<file path="config.mk">
export PLATFORM = sky130hd
export DESIGN_NAME = seg7_scan_scheduler
export DESIGN_NICKNAME = d
export VERILOG_FILES = /design/src/rtl/seg7_scan_scheduler.sv
export SDC_FILE = /design/constraint.sdc
export NUM_CORES = 1
export LEC_CHECK = 0
export ABC_CLOCK_PERIOD_IN_PS = 5500
export CAP_MARGIN = 5
export CORE_MARGIN = 5
export CORE_UTILIZATION = 35
export DETAILED_ROUTE_END_ITERATION = 12
export GPL_TIMING_DRIVEN = 1
export HOLD_SLACK_MARGIN = 0.08
export PLACE_DENSITY = 0.64
export SLEW_MARGIN = 10
export SYNTH_ARGS = -nofsm -noshare
export SYNTH_HDL_FRONTEND = slang
export SYNTH_SLANG_ARGS = --single-unit
</file>
<file path="constraint.sdc">
create_clock -name clk -period 5.5 [get_ports clk]
set_input_delay 0.825 -clock clk [delete_from_list [all_inputs] [get_ports clk]]
set_output_delay 0.825 -clock clk [all_outputs]
set_load 0.05 [all_outputs]
</file>
<file path="src/rtl/seg7_scan_scheduler.sv">
// Time-multiplexed scan driver for an 8-digit common-cathode 7-segment display.
// Frames arrive via valid/ready into a pending buffer and are shown only from the next frame boundary.
module seg7_scan_scheduler #(
  parameter int NUM_DIGITS = 8,
  parameter int DIV        = 4096,
  parameter int BLANK      = 256
) (
  input  logic        clk,
  input  logic        nRST,
  input  logic        en,
  input  logic        frame_valid,
  output logic        frame_ready,
  input  logic [63:0] frame_data,
  output logic        frame_done,
  output logic [7:0]  SEG_COM,
  output logic [7:0]  SEG_DATA
);

  localparam int CW = $clog2(DIV);
  localparam int SW = 3;
  localparam logic [CW-1:0] CNT_LAST  = CW'(DIV - 1);
  localparam logic [CW-1:0] BLANK_C   = CW'(BLANK);
  localparam logic [SW-1:0] SLOT_LAST = SW'(NUM_DIGITS - 1);

  logic [CW-1:0] cnt_q, cnt_d;
  logic [SW-1:0] slot_q, slot_d;
  logic [63:0]   shadow_q, shadow_d;
  logic [63:0]   pending_q, pending_d;
  logic          pendingFull_q, pendingFull_d;
  logic [7:0]    segCom_q, segCom_d;
  logic [7:0]    segData_q, segData_d;
  logic          frameDone_q, frameDone_d;

  logic          boundary;
  logic          transfer;
  logic          lit;
  logic [7:0]    digit;

  assign frame_ready = ~pendingFull_q;
  assign frame_done  = frameDone_q;
  assign SEG_COM     = segCom_q;
  assign SEG_DATA    = segData_q;

  always_comb begin
    boundary = en && (slot_q == SLOT_LAST) && (cnt_q == CNT_LAST);
    transfer = frame_valid && !pendingFull_q;
    digit    = shadow_q[{slot_q, 3'b000} +: 8];
    lit      = en && (cnt_q >= BLANK_C);

    cnt_d         = cnt_q;
    slot_d        = slot_q;
    shadow_d      = shadow_q;
    pending_d     = pending_q;
    pendingFull_d = pendingFull_q;

    if (!en) begin
      cnt_d  = '0;
      slot_d = '0;
    end else if (cnt_q == CNT_LAST) begin
      cnt_d  = '0;
      slot_d = (slot_q == SLOT_LAST) ? '0 : slot_q + 1'b1;
    end else begin
      cnt_d = cnt_q + 1'b1;
    end

    // Commit needs a full buffer and transfer needs an empty one, so a frame
    // accepted on the boundary cycle waits for the following boundary.
    if (boundary && pendingFull_q) begin
      shadow_d      = pending_q;
      pendingFull_d = 1'b0;
    end else if (transfer) begin
      pending_d     = frame_data;
      pendingFull_d = 1'b1;
    end

    segCom_d    = lit ? ~(8'b1 << slot_q) : 8'hFF;
    segData_d   = lit ? digit : 8'h00;
    frameDone_d = boundary;
  end

  always_ff @(posedge clk or negedge nRST) begin
    if (!nRST) begin
      cnt_q         <= '0;
      slot_q        <= '0;
      shadow_q      <= '0;
      pending_q     <= '0;
      pendingFull_q <= 1'b0;
      segCom_q      <= 8'hFF;
      segData_q     <= 8'h00;
      frameDone_q   <= 1'b0;
    end else begin
      cnt_q         <= cnt_d;
      slot_q        <= slot_d;
      shadow_q      <= shadow_d;
      pending_q     <= pending_d;
      pendingFull_q <= pendingFull_d;
      segCom_q      <= segCom_d;
      segData_q     <= segData_d;
      frameDone_q   <= frameDone_d;
    end
  end

endmodule

</file>
==> flow_summary.yaml <==
worst_setup_path:
  crit_required_ns: 5.80
  startpoint_type: "flip-flop"
  cp_cell_sequence: "ha_1 > ha_1 > nand4_1 > nor4_4 > buf_4 > mux2_2"
  critPathMaxStageDelay_ns: 0.96
  cpMostUsedCell: "ha_1"
  crit_type: "flip-flop to flip-flop"
  cp-end-kind: "flip-flop"
  path_max_fanout: 65
  cp_slowest_cell: "dfrtp_1"
  cp.arrival_ns: 3.42
  cp_num_buf_inv: 1
  cp_top_family: "flip-flops"
yosys:
  synth_xor_area_share_pct: 0.396
  yosys_most_used_dff: "dfrtp_1"
  synth.area.mux_share_pct: 27.6
  netlist_instances: 425
  synth_edf_count: 0
  syn_avg_cell_area_sq_um: 15.6
  synth_compound_area_share_pct: 2.64
  synthAdderAreaFrac_pct: 1.51
  synth_top_family_by_area: "multiplexers"
  synth-seq-cells: 161
  yosys.area_share.simple_pct: 4.39
  async_flop_share_pct: 100
  ys_warn_count: 0
  syn_nets: 501
  yosysTopAreaCellShare_pct: 57.7
  yosysSeqAreaShare_pct: 60.9
  yosysTopAreaCell: "dfrtp_1"
  syn_area_sq_um: 6640
  synthTopCellsByCount: "153 x dfrtp_1, 79 x mux2_2, 49 x mux2_1"
  yosysMostFrequentCell: "dfrtp_1"
  synth_area_leaders: "dfrtp_1 58%, mux2_2 13%, mux2_1 8.3%"
  synth_cell_types: 39
sta:
  report.final.slew_viol_count: 0
  fmax_mhz: 321
  finalHoldViolCount: 0
  fin_skew_ns: 0.00964
  grt_setup_unrepaired: "false"
  finalSetupTns_ns: 0
  period_share_pct: 56.7
  maxSlewHeadroom_pct: 32.5
  worst_slew_pin_slew_ns: 0.999
  final.min_clock_period_ns: 3.12
  finalSetupViolations: 0
pwr:
  seqPwrFrac_pct: 49.3
  power_mw: 2.59
  power.leakage_nw: 3.75
  comb_power_share_pct: 5.6
  power_density_nw_per_um2: 313
  p_switching_mw: 0.576
  vdd_drop_max_mv: 0.274
  pwr-share-clk_pct: 45.2
  p_int_mw: 2.02
  swShare_pct: 22.2
placed_design:
  place_hpwl_mm: 8.89
  port_buffers: 85
  place_congestion: 0.721
cts:
  hold_buffers: 0
  cts_tree: "yes"
  cts_max_level: 4
  clk_pin_slew_ns: 0.06
  clock-sinks: 161
  clock_latency_ns: 0.42
  cts_buffers: 17
  clockBufferDepth: 2
  clock-root-buffer: "clkbuf_16"
  ctsResizeCount: 0
  cts_setup_buffers: 0
final_layout:
  area_delta_synth_final_pct: 25.1
  final_nets: 589
  n_antenna_cell: 0
  drive_gt1_share_pct: 27.8
floorplan:
  die_height_microns: 148
  die_w_microns: 148
  core_area_sq_um: 18700
  initial_core_util_pct: 35.5
  rows: 50
  boundaryPins: 86
  die_area_sq_um: 21800
detailed_routing:
  vias_per_cell: 4.93
  first_pass_iters: 4
  drt-initial-drc-count: 175
  ant_nets: 0
  drc: 0
  wl_per_cell_microns: 17.0
  vias: 3750
  wirelength_mm: 12.9
grt:
  grt_pass1_vias: 4143
  grt_usage_pct: 13.0
  grt_pass1_wl_mm: 22.5
  grt_overflow_total: 0
  grt_max_degree: 66
  antenna_found_initial: 0
hold_path:
  hold_path.class: "primary input to asynchronous set/reset pin"
job:
  cap_violations: 0
status:
  status: "complete, no violations"
flip-flops by register name (all words and copies together) (netlist names):
register / cells
slot_q: 3
frame_done: 1
pending_q: 64
shadow_q: 64
SEG_COM: 8
pendingFull_q: 1
cnt_q: 12
SEG_DATA: 8
layout by cell type (no fill, tap or decap), drive strengths merged, types with 8 or more instances in the layout:
cell,n
nor2,8
clkbuf,18
dfrtp,153
ha,8
dfstp,8
a22o,8
inv,14
mux2,128
clkdlybuf4s50,84
mux4,16
nand2,14
path summary, 6_finish.rpt:
kind | startpoint | to | slack (ns) | cells past startpoint
min in group clk | shadow_q[55] | shadow_q[55] | 0.48 | 1
max reg2reg | slot_q[1] | shadow_q[35] | 2.38 | 6
max | slot_q[1] | shadow_q[35] | 2.38 | 6
min | nRST | pending_q[41] | 0.35 | 1
max in group asynchronous | nRST | frame_done | 3.95 | 2
min reg2reg | shadow_q[55] | shadow_q[55] | 0.48 | 1
cell type report:
class	instances	area, sq um
clock buffers	18	439
clock inverters	14	158
fillers	1622	10400
inverters	11	41.3
multi-input cells	232	2440
flip-flops and latches	161	4040
well taps	234	293
repair buffers	90	890
through the flow:
| step | util, % | worst slack, ns | std cells | cell area, sq um | hold slack [ns] |
|---|---|---|---|---|---|
| after global routing | 44.4 | 2.15 | 760 | 8300 | 0.373 |
| after CTS | 44.4 | 2.34 | 760 | 8300 | 0.347 |
| final | 44.4 | 2.38 | 760 | 8300 | 0.350 |
| after global placement | 41.2 | 2.34 | 728 | 7700 | 0.463 |
| after detailed placement | 41.2 | 2.25 | 728 | 7700 | 0.470 |
| after floorplan | - | 3.55 | 425 | 6640 | 0.452 |
routing by layer:
metal | GRT usage [%] | part of all wire, %
met5 | 0 | 0
met4 | 3.63 | 1.3
met3 | 3.19 | 3.3
met2 | 21.4 | 51
met1 | 17.3 | 45
power groups by stage:
stage	sequential, mW	combinational, mW	clock, mW
3_5_place_dp	1.30	0.147	0
5_1_grt	1.29	0.163	1.26
2_1_floorplan	1.29	0.0607	0
3_3_place_gp	1.30	0.142	0
4_1_cts	1.28	0.148	1.20
6_report	1.28	0.144	1.17
logic make-up after synthesis:
| group | count (synthesis) |
|---|---|
| compound gates | 24 |
| xor+xnor | 3 |
| fa+ha+maj | 8 |
| buf+inv | 32 |
| flops | 161 |
| mux | 147 |
| simple gates | 50 |
No activity file was read; power rests on OpenSTA's default activity.
